$ cat src/rtl/axi_stream_width_down_pkg.sv
// Shared stream helpers: mod-field sizing and the chunk-count rule used by the
// width down-sizer and its matching up-sizer.
package axi_stream_width_down_pkg;

  function automatic int unsigned mod_bits(input int unsigned byts);
    return (byts > 1) ? $clog2(byts) : 1;
  endfunction

  // Number of narrow chunks (lim+1) a wide beat expands into.
  function automatic int unsigned stream_chunks(input int unsigned mod,
                                                input logic        eop,
                                                input int unsigned in_byts,
                                                input int unsigned out_byts);
    if (!eop || mod == 0) return in_byts / out_byts;
    return (mod + out_byts - 1) / out_byts;
  endfunction

endpackage

$ cat src/rtl/axi_stream_width_down_if.sv
// Packetised AXI-stream bundle with sop/eop framing, byte-count mod and sideband ctl.
interface if_axi_stream
  import axi_stream_width_down_pkg::*;
#(
  parameter int unsigned DAT_BYTS = 8,
  parameter int unsigned CTL_BITS = 8
);
  localparam int unsigned MOD_W = mod_bits(DAT_BYTS);

  logic [DAT_BYTS*8-1:0] dat;
  logic                  val;
  logic                  sop;
  logic                  eop;
  logic                  err;
  logic [MOD_W-1:0]      mod;
  logic [CTL_BITS-1:0]   ctl;
  logic                  rdy;

  modport master (output dat, val, sop, eop, err, mod, ctl, input rdy);
  modport slave  (input dat, val, sop, eop, err, mod, ctl, output rdy);

endinterface

$ cat src/rtl/axi_stream_width_down.sv
// Splits each wide stream beat into IN_BYTS/OUT_BYTS narrow chunks, lowest bytes
// first, keeping packet framing and sideband ctl; no bubble between beats.
module axi_stream_width_down
  import axi_stream_width_down_pkg::*;
#(
  parameter int unsigned IN_BYTS  = 64,
  parameter int unsigned OUT_BYTS = 8,
  parameter int unsigned CTL_BITS = 8
)(
  input  logic          i_clk,
  input  logic          i_rst_n,
  if_axi_stream.slave   i_axi,
  if_axi_stream.master  o_axi
);

  localparam int unsigned R         = (OUT_BYTS == 0) ? 1 : IN_BYTS / OUT_BYTS;
  localparam int unsigned IN_W      = IN_BYTS * 8;
  localparam int unsigned OUT_W     = OUT_BYTS * 8;
  localparam int unsigned IN_MOD_W  = mod_bits(IN_BYTS);
  localparam int unsigned OUT_MOD_W = mod_bits(OUT_BYTS);
  localparam int unsigned IDX_W     = (R > 1) ? $clog2(R) : 1;

  generate
    if (OUT_BYTS == 0) begin : g_bad_out
      $fatal(1, "axi_stream_width_down: OUT_BYTS must be >= 1");
    end else if (IN_BYTS % OUT_BYTS != 0) begin : g_bad_ratio
      $fatal(1, "axi_stream_width_down: IN_BYTS must be a multiple of OUT_BYTS");
    end
  endgenerate

  logic                full_q, full_d;
  logic [IDX_W-1:0]    idx_q, idx_d;
  logic [IDX_W-1:0]    lim_q, lim_d;
  logic [IN_W-1:0]     dat_q, dat_d;
  logic                sop_q, sop_d;
  logic                eop_q, eop_d;
  logic                err_q, err_d;
  logic [IN_MOD_W-1:0] mod_q, mod_d;
  logic [CTL_BITS-1:0] ctl_q, ctl_d;

  logic                last;
  logic                adv;
  logic                in_rdy;
  logic                load;

  logic [OUT_W-1:0]     out_dat;
  logic                 out_sop;
  logic                 out_eop;
  logic                 out_err;
  logic [OUT_MOD_W-1:0] out_mod;

  // Ready looks through the last chunk so a waiting beat reloads without a gap.
  assign last   = (idx_q == lim_q);
  assign adv    = full_q && o_axi.rdy;
  assign in_rdy = !full_q || (adv && last);
  assign load   = i_axi.val && in_rdy;

  always_comb begin
    full_d = full_q;
    idx_d  = idx_q;
    lim_d  = lim_q;
    dat_d  = dat_q;
    sop_d  = sop_q;
    eop_d  = eop_q;
    err_d  = err_q;
    mod_d  = mod_q;
    ctl_d  = ctl_q;
    if (load) begin
      full_d = 1'b1;
      idx_d  = '0;
      lim_d  = IDX_W'(stream_chunks(32'(i_axi.mod), i_axi.eop, IN_BYTS, OUT_BYTS) - 32'd1);
      dat_d  = i_axi.dat;
      sop_d  = i_axi.sop;
      eop_d  = i_axi.eop;
      err_d  = i_axi.err;
      mod_d  = i_axi.mod;
      ctl_d  = i_axi.ctl;
    end else if (adv && last) begin
      full_d = 1'b0;
      idx_d  = '0;
    end else if (adv) begin
      idx_d  = idx_q + 1'b1;
    end
  end

  always_ff @(posedge i_clk or negedge i_rst_n) begin
    if (!i_rst_n) begin
      full_q <= 1'b0;
      idx_q  <= '0;
      lim_q  <= '0;
      dat_q  <= '0;
      sop_q  <= 1'b0;
      eop_q  <= 1'b0;
      err_q  <= 1'b0;
      mod_q  <= '0;
      ctl_q  <= '0;
    end else begin
      full_q <= full_d;
      idx_q  <= idx_d;
      lim_q  <= lim_d;
      dat_q  <= dat_d;
      sop_q  <= sop_d;
      eop_q  <= eop_d;
      err_q  <= err_d;
      mod_q  <= mod_d;
      ctl_q  <= ctl_d;
    end
  end

  always_comb begin
    out_dat = '0;
    for (int unsigned k = 0; k < R; k++) begin
      if (idx_q == IDX_W'(k)) out_dat = dat_q[k*OUT_W +: OUT_W];
    end
    out_sop = sop_q && (idx_q == '0);
    out_eop = eop_q && last;
    out_err = err_q && out_eop;
    out_mod = out_eop ? OUT_MOD_W'(32'(mod_q) % OUT_BYTS) : '0;
  end

  assign i_axi.rdy = in_rdy;
  assign o_axi.val = full_q;
  assign o_axi.dat = out_dat;
  assign o_axi.sop = out_sop;
  assign o_axi.eop = out_eop;
  assign o_axi.err = out_err;
  assign o_axi.mod = out_mod;
  assign o_axi.ctl = ctl_q;

endmodule

$ cat src/flat_wrapper.sv
// flat-port wrapper written by rule: the top's interface ports become plain ports
module axi_stream_width_down_flat import axi_stream_width_down_pkg::*;
#(
  parameter int unsigned IN_BYTS  = 64,
  parameter int unsigned OUT_BYTS = 8,
  parameter int unsigned CTL_BITS = 8
)
  (i_clk, i_rst_n, i_axi_dat, i_axi_val, i_axi_sop, i_axi_eop, i_axi_err, i_axi_mod, i_axi_ctl, i_axi_rdy, o_axi_dat, o_axi_val, o_axi_sop, o_axi_eop, o_axi_err, o_axi_mod, o_axi_ctl, o_axi_rdy);
  if_axi_stream #(.DAT_BYTS(64), .CTL_BITS(CTL_BITS)) i_axi_i ();
  if_axi_stream #(.DAT_BYTS(8), .CTL_BITS(CTL_BITS)) o_axi_i ();
  input  logic i_clk;
  input  logic i_rst_n;
  input wire logic [$bits(i_axi_i.dat)-1:0] i_axi_dat;
  input wire logic [$bits(i_axi_i.val)-1:0] i_axi_val;
  input wire logic [$bits(i_axi_i.sop)-1:0] i_axi_sop;
  input wire logic [$bits(i_axi_i.eop)-1:0] i_axi_eop;
  input wire logic [$bits(i_axi_i.err)-1:0] i_axi_err;
  input wire logic [$bits(i_axi_i.mod)-1:0] i_axi_mod;
  input wire logic [$bits(i_axi_i.ctl)-1:0] i_axi_ctl;
  output wire logic [$bits(i_axi_i.rdy)-1:0] i_axi_rdy;
  output wire logic [$bits(o_axi_i.dat)-1:0] o_axi_dat;
  output wire logic [$bits(o_axi_i.val)-1:0] o_axi_val;
  output wire logic [$bits(o_axi_i.sop)-1:0] o_axi_sop;
  output wire logic [$bits(o_axi_i.eop)-1:0] o_axi_eop;
  output wire logic [$bits(o_axi_i.err)-1:0] o_axi_err;
  output wire logic [$bits(o_axi_i.mod)-1:0] o_axi_mod;
  output wire logic [$bits(o_axi_i.ctl)-1:0] o_axi_ctl;
  input wire logic [$bits(o_axi_i.rdy)-1:0] o_axi_rdy;
  assign i_axi_i.dat = i_axi_dat;
  assign i_axi_i.val = i_axi_val;
  assign i_axi_i.sop = i_axi_sop;
  assign i_axi_i.eop = i_axi_eop;
  assign i_axi_i.err = i_axi_err;
  assign i_axi_i.mod = i_axi_mod;
  assign i_axi_i.ctl = i_axi_ctl;
  assign i_axi_rdy = i_axi_i.rdy;
  assign o_axi_dat = o_axi_i.dat;
  assign o_axi_val = o_axi_i.val;
  assign o_axi_sop = o_axi_i.sop;
  assign o_axi_eop = o_axi_i.eop;
  assign o_axi_err = o_axi_i.err;
  assign o_axi_mod = o_axi_i.mod;
  assign o_axi_ctl = o_axi_i.ctl;
  assign o_axi_i.rdy = o_axi_rdy;
  axi_stream_width_down #(.IN_BYTS(IN_BYTS), .OUT_BYTS(OUT_BYTS), .CTL_BITS(CTL_BITS)) u_core (.i_clk(i_clk), .i_rst_n(i_rst_n), .i_axi(i_axi_i), .o_axi(o_axi_i));
endmodule
$ cat config.mk
export PLATFORM = sky130hd
export DESIGN_NAME = axi_stream_width_down_flat
export DESIGN_NICKNAME = d
export VERILOG_FILES = /design/src/rtl/axi_stream_width_down_pkg.sv /design/src/rtl/axi_stream_width_down_if.sv /design/src/rtl/axi_stream_width_down.sv /design/src/flat_wrapper.sv
export SDC_FILE = /design/constraint.sdc
export NUM_CORES = 1
export LEC_CHECK = 0
export ABC_AREA = 1
export BUFFER_PORTS_ARGS = -buffer_cell sky130_fd_sc_hd__buf_4
export CAP_MARGIN = 20
export CORE_MARGIN = 2
export CORE_UTILIZATION = 45
export DETAILED_ROUTE_END_ITERATION = 6
export HOLD_SLACK_MARGIN = 0.03
export PLACE_DENSITY = 0.74
export SYNTH_ARGS = -nofsm -noshare
export SYNTH_HDL_FRONTEND = slang
export SYNTH_SLANG_ARGS = --single-unit
$ cat constraint.sdc
create_clock -name i_clk -period 3.13 [get_ports i_clk]
set_input_delay 0.626 -clock i_clk [delete_from_list [all_inputs] [get_ports i_clk]]
set_output_delay 0.626 -clock i_clk [all_outputs]
set_load 0.05 [all_outputs]
==> results of run 1 <==
-- worst max path at each step --
stage | endpoint | slack (ps) | cells past startpoint
floorplan | o_axi_dat[10] | 210 | 14
global placement | o_axi_dat[26] | 220 | 12
detailed placement | o_axi_dat[26] | 180 | 12
CTS | o_axi_dat[44] | -230 | 13
global route | o_axi_dat[30] | -350 | 16
finish | o_axi_dat[12] | -260 | 16
-- logic make-up after synthesis --
kind of cell	synth area share [%]
and+or+nand+nor	40.3
DFF	49.8
buffers and inverters	7.88
AOI/OAI and AO/OA	1.56
adders and majority gates	0.327
xor gates and xnor gates	0.0935
-- sequential cells by signal (all words and copies together), names as in the netlist --
register and cells:
u_core.eop_q 1, u_core.lim_q 3, u_core.sop_q 1, u_core.idx_q 3, u_core.mod_q 3, u_core.o_axi.val 1, u_core.dat_q 512, u_core.err_q 1
u_core.o_axi.ctl 8
-- cell usage in the layout (no fill, tap or decap), types with 18 or more instances in the layout --
| cell | instances |
|---|---|
| buf_4 | 583 |
| buf_12 | 45 |
| or2_2 | 61 |
| dfrtp_1 | 531 |
| nor2_1 | 286 |
| nand3_2 | 69 |
| nand2_2 | 129 |
| clkbuf_16 | 68 |
| o21ai_0 | 64 |
| nand3_1 | 126 |
| inv_1 | 207 |
| buf_6 | 56 |
| buf_16 | 18 |
| nor2_2 | 21 |
| nand2_1 | 2019 |
| nor2_4 | 22 |
-- per-layer routing --
layer,up-vias,global-route usage [%],share of wire (%)
li1,12606,-,-
met1,12305,37.3,38
met2,1147,51.9,49
met3,283,5.62,7.9
met4,8,16.8,5.6
met5,-,0,0.054
-- tightest hold or removal path: cells and delay by family --
| kind | cells | cell delay, ps |
|---|---|---|
| and+or+nand+nor | 2 | 80 |
| buffers and inverters | 1 | 70 |
-- power groups by stage --
stage	clock network [uW]	registers (uW)	logic (uW)
finish	7260	11900	24700
detailed placement	0	11800	20200
global route	7620	12200	26700
floorplan	0	11500	13400
global placement	0	11800	19900
CTS	7340	11800	23100
-- through the flow --
step / setup TNS (ps) / hold slack [ps] / total power [uW] / cells
after floorplan: 0 / 330 / 25000 / 3824
after global placement: 0 / 455 / 31700 / 5052
after detailed placement: 0 / 457 / 32000 / 5052
after CTS: -11240 / 160 / 42200 / 5191
after global routing: -17350 / 178 / 46500 / 5213
final: -10380 / 188 / 43800 / 5223
-- area by class of cell --
class,instances,area share (%)
Sequential cell,533,36.5
Multi-Input combinational cell,2851,34.1
Timing Repair Buffer,730,18.9
Clock buffer,77,4.52
Tap cell,773,2.64
Inverter,214,2.26
Clock inverter,28,0.954
Antenna cell,16,0.109
Timing Repair inverter,1,0.0137
-- what timing repair did --
item / in CTS / in global routing
hold endpoints to repair: 50 / 0
setup buffers: 17 / 6
setup endpoints to repair: 64 / 64
gates resized for setup: 249 / 193
gates cloned: 16 / 11
pin swaps: 35 / 94
hold buffers: 1 / 0
==> flow_summary.toml, run 1 <==
[outcome]
status = "complete, but fails checks"
violations = "setup timing"

[worst_setup_path]
r2r_end = "u_core.dat_q[431]$_DFFE_PN0P_"
critPathKind = "reg2out"
crit_chain = "inv_4, buf_12, ha_4, buf_12, buf_12, clkbuf_16, nor2_2, nand2_1, nand3_2, nand3_2, nand2_2, nand2_2, nand2_2, nand2_1, nand2_1, buf_6"
reg2reg_slack_ps = 720
critPathLaunch = "u_core.idx_q[1]$_DFFE_PN0P_"
cp_top_family = "buffers and inverters"
cp-start-kind = "register"
crit_arrival_ps = 2760
path_buf_inv = 6
crit_slowest_cell = "dfrtp_2"
critPathRequiredTime_ps = 2500
crit_path_end_kind = "primary output"
crit_path_max_fanout = 5
reg2reg_depth = 11
reg2reg_from = "u_core.idx_q[0]$_DFFE_PN0P_"
slowest_delay_ps = 420

[clocking]
cts_tree = "built"
clock_path_buffers = 3
cts_buffers = 58
htree_levels = 2
clock_latency_ps = 630
cts_root_buf = "clkbuf_16"
clk_pin_slew_ps = 60
clkSinkCount = 533

[routing]
vias_per_cell = 5.04
wl_per_cell_um = 18.7
drt_iter0_drc = 2321
final_antenna_net_count = 0
drt_first_pass_iters = 5
remaining_drc_errors = 0
finalWirelength_mm = 97.7
vias = 26349

[synth]
avgSynthCellArea_um2 = 7.00
yosysSeqAreaShare_pct = 49.8
yosys_warnings = 0
ys_top_cells_by_count = "2167 x nand2_1, 533 x dfrtp_1, 328 x nor2_1, 211 x inv_1, 198 x nand3_1"
ys.flop_type = "dfrtp_1"
synth.most_common_cell = "nand2_1"
syn_inst = 3824
synth_seq_cells = 533
syn-cell-area_um2 = 26800
synth_fp_nets = 4364
synth_top_area_share_pct = 49.8
ys_types = 25
synth_edf_count = 0
yosysTopAreaCell = "dfrtp_1"
async_flop_share_pct = 100
ys_top_cells_by_area = "dfrtp_1 50%, nand2_1 30%, nor2_1 4.6%, nand3_1 3.7%, inv_1 3.0%"

[pwr]
clkPwrFrac_pct = 16.6
switching_share_pct = 46.8
p_int_uw = 23300
powerDensity_nw_per_um2 = 1200
pwr-share-seq_pct = 27.1
ir_worst_vdd_mv = 1.50
p_switching_uw = 20500
pwr-share-comb_pct = 56.4
p_leak_uw = 0.0203

[timing]
worst_pin_slew_ps = 603
fin_worst_skew_ps = 33.8
clock.fmax_mhz = 295
hold_viol = 0
finalWorstSetupSlack_ps = -258
report.final.slew_viol_count = 0
fin_crit_sh_pct = 108
fin_crit_ps = 3390
final-setup-viol-count = 64
rsz0062_at_grt = "true"
relSlewSlack_pct = 59.8

[global_route]
grt_pass1_vias = 25610
grt_pass1_wl_mm = 144
antenna_found_initial = 18
grt_start_max_net_pins = 110
overflow = 0
grt_usage_pct = 30.7

[finish]
finish.instance_area_um2 = 36600
nNetsFinal = 4929
ff_latch_area_um2 = 13300
syn2layout_area_growth_pct = 36.7
fillers = 5252
fin_util_pct = 62.1
multiInputGateArea_um2 = 12500
drive_gt1_share_pct = 26.5

[place]
place_area_um2 = 32100
portBuffers = 612
routabilityCongestion = 0.964
pre_cts_ws_ps = 180
place_hpwl_mm = 65.8

[worst_hold_path]
hp-start = "i_axi_dat[114]"
hp-class = "in2reg"
hold_path_depth = 3
hold_end = "u_core.dat_q[114]$_DFFE_PN0P_"

[die]
placeableCoreArea_um2 = 58900
fp.dieH_um = 248
die_w_um = 248
rows = 89
floorplan.initialDensity_pct = 45.4
io_pins = 613
die-area_um2 = 61400

[flow_run]
maxCapViolCount = 0
Power figures use the tool's default switching activity.
==> run 2, diff against run 1 <==
Settings changed: REMOVE_ABC_BUFFERS from default to 1.
==> run 2 against run 1 <==
The run still ends with setup timing left; sequential cell count did not move; total power fell by 2.9%; setup slack improved by 140 ps; first-iteration DRC count rose by 10%; die area did not move; cell area rose by 0.85%; hold slack got worse by 160 ps; sequential power barely moved; clock power fell by 4.7%.
==> flow_summary.toml, run 2 (synthesis gave the netlist of run 1 again) <==
[timing]
fin_worst_skew_ps = 12.3
relSlewSlack_pct = 47.8
fin_crit_sh_pct = 104
fin_crit_ps = 3250
finalWorstSetupSlack_ps = -119
final-setup-viol-count = 64
report.final.slew_viol_count = 0
hold_viol = 0
clock.fmax_mhz = 308
rsz0062_at_grt = "true"
worst_pin_slew_ps = 783

[worst_setup_path]
crit_chain = "buf_6, ha_4, buf_12, nand2_8, clkinv_16, buf_6, buf_8, nand2_2, nand2_1, inv_1, nand2_2, nand2_1, nand2_1, buf_6"
endpoint = "o_axi_dat[60]"
crit_path_max_fanout = 8
crit_slowest_cell = "dfrtp_2"
critPathKind = "reg2out"
crit_arrival_ps = 2620
critPathRequiredTime_ps = 2500
slowest_delay_ps = 450
cp-start-kind = "register"
crit_path_end_kind = "primary output"
reg2reg_slack_ps = 640
r2r_end = "u_core.dat_q[441]$_DFFE_PN0P_"
reg2reg_depth = 8
reg2reg_from = "u_core.idx_q[1]$_DFFE_PN0P_"
critPathLaunch = "u_core.idx_q[0]$_DFFE_PN0P_"

[die]
floorplan.initialDensity_pct = 45.4
io_pins = 613
die-area_um2 = 61400
die_w_um = 248
placeableCoreArea_um2 = 58900
rows = 89
fp.dieH_um = 248

[routing]
wl_per_cell_um = 19.1
vias = 26588
remaining_drc_errors = 0
vias_per_cell = 5.07
drt_iter0_drc = 2554
final_antenna_net_count = 0
finalWirelength_mm = 100
drt_first_pass_iters = 5

[global_route]
grt_usage_pct = 29.5
grt_pass1_vias = 24859
grt_start_max_net_pins = 96
antenna_found_initial = 5
grt_pass1_wl_mm = 139
overflow = 0

[finish]
nNetsFinal = 4962
finish.instance_area_um2 = 36900
syn2layout_area_growth_pct = 37.9
fillers = 5133
regMostFlops = "u_core.dat_q"
drive_gt1_share_pct = 25.7
final_common_cell = "nand2_1"
final_cell_mix = "2065 x nand2_1, 590 x buf_4, 531 x dfrtp_1"
largest_reg_flops = 512

[outcome]
status = "complete, but fails checks"
violations = "setup timing"

[place]
routabilityCongestion = 0.902
pre_cts_ws_ps = 259
place_area_um2 = 32100
place_hpwl_mm = 57.8
portBuffers = 612

[clocking]
cts_root_buf = "clkbuf_16"
cts_tree = "built"
clkSinkCount = 533
clock_path_buffers = 3
cts_buffers = 58
htree_levels = 2
clk_pin_slew_ps = 60
clock_latency_ps = 620

[pwr]
p_leak_uw = 0.0208
powerDensity_nw_per_um2 = 1150
ir_worst_vdd_mv = 1.20

[worst_hold_path]
hp-class = "in2async"

[flow_run]
maxCapViolCount = 0
==> run 2: routing by layer <==
| layer | GRT usage [%] | wire length [um] | up-vias |
|---|---|---|---|
| met5 | 0 | 25 | - |
| met3 | 5.62 | 8070 | 254 |
| li1 | - | - | 12656 |
| met4 | 12.1 | 4570 | 4 |
| met1 | 38.7 | 40300 | 12526 |
| met2 | 47.9 | 47100 | 1148 |
==> run 2: area by class of cell <==
class,instances,area (um2),area share (%)
multi-input cells,2850,12300,33.4
clock buffers,92,1770,4.80
diodes,1,2.50,0.00678
repair buffers,763,7470,20.2
flip-flops and latches,533,13300,36.2
repair inverters,2,27.5,0.0746
inverters,214,865,2.34
clock inverters,15,139,0.376
well taps,773,967,2.62
==> run 2: worst min path at each step <==
stage / from / to / slack, ps
floorplan: i_rst_n / u_core.dat_q[0]$_DFFE_PN0P_ / 330
global placement: u_core.dat_q[189]$_DFFE_PN0P_ / u_core.dat_q[189]$_DFFE_PN0P_ / 460
detailed placement: u_core.dat_q[129]$_DFFE_PN0P_ / u_core.dat_q[129]$_DFFE_PN0P_ / 460
CTS: i_rst_n / u_core.dat_q[510]$_DFFE_PN0P_ / 40
global route: i_rst_n / u_core.dat_q[463]$_DFFE_PN0P_ / 60
finish: i_rst_n / u_core.dat_q[510]$_DFFE_PN0P_ / 20
==> run 2: metrics by stage <==
step	setup TNS (ps)	instances	util (%)	power (uW)	hold WS, ps
after floorplan	-3068340	3597	-	25100	330
after global placement	0	5059	54.5	30400	455
after detailed placement	0	5059	54.5	30700	458
after CTS	-4800	5203	60.0	40200	37.3
after global routing	-10560	5243	62.6	45200	55.3
final	-3400	5243	62.6	42500	24.3
==> run 2: timing repair <==
action | in CTS | in global routing
pin swaps | 5 | 76
endpoints found under the hold margin | 0 | 0
setup endpoints to repair | 64 | 64
hold buffers | 0 | 0
resized for setup | 154 | 269
gates cloned | 17 | 30
buffers inserted | 20 | 16
==> run 2: where the power goes <==
group	switching [uW]	internal, uW	total [uW]
Clock	2890	4030	6920
Sequential	1660	10100	11800
Combinational	14900	8950	23800
==> run 2: worst max-delay path: cells and delay by family (launching register included) <==
family	cells	cell delay, ps
adders and majority gates	1	210
buffers and inverters	7	890
DFF	1	450
and+or+nand+nor	6	440
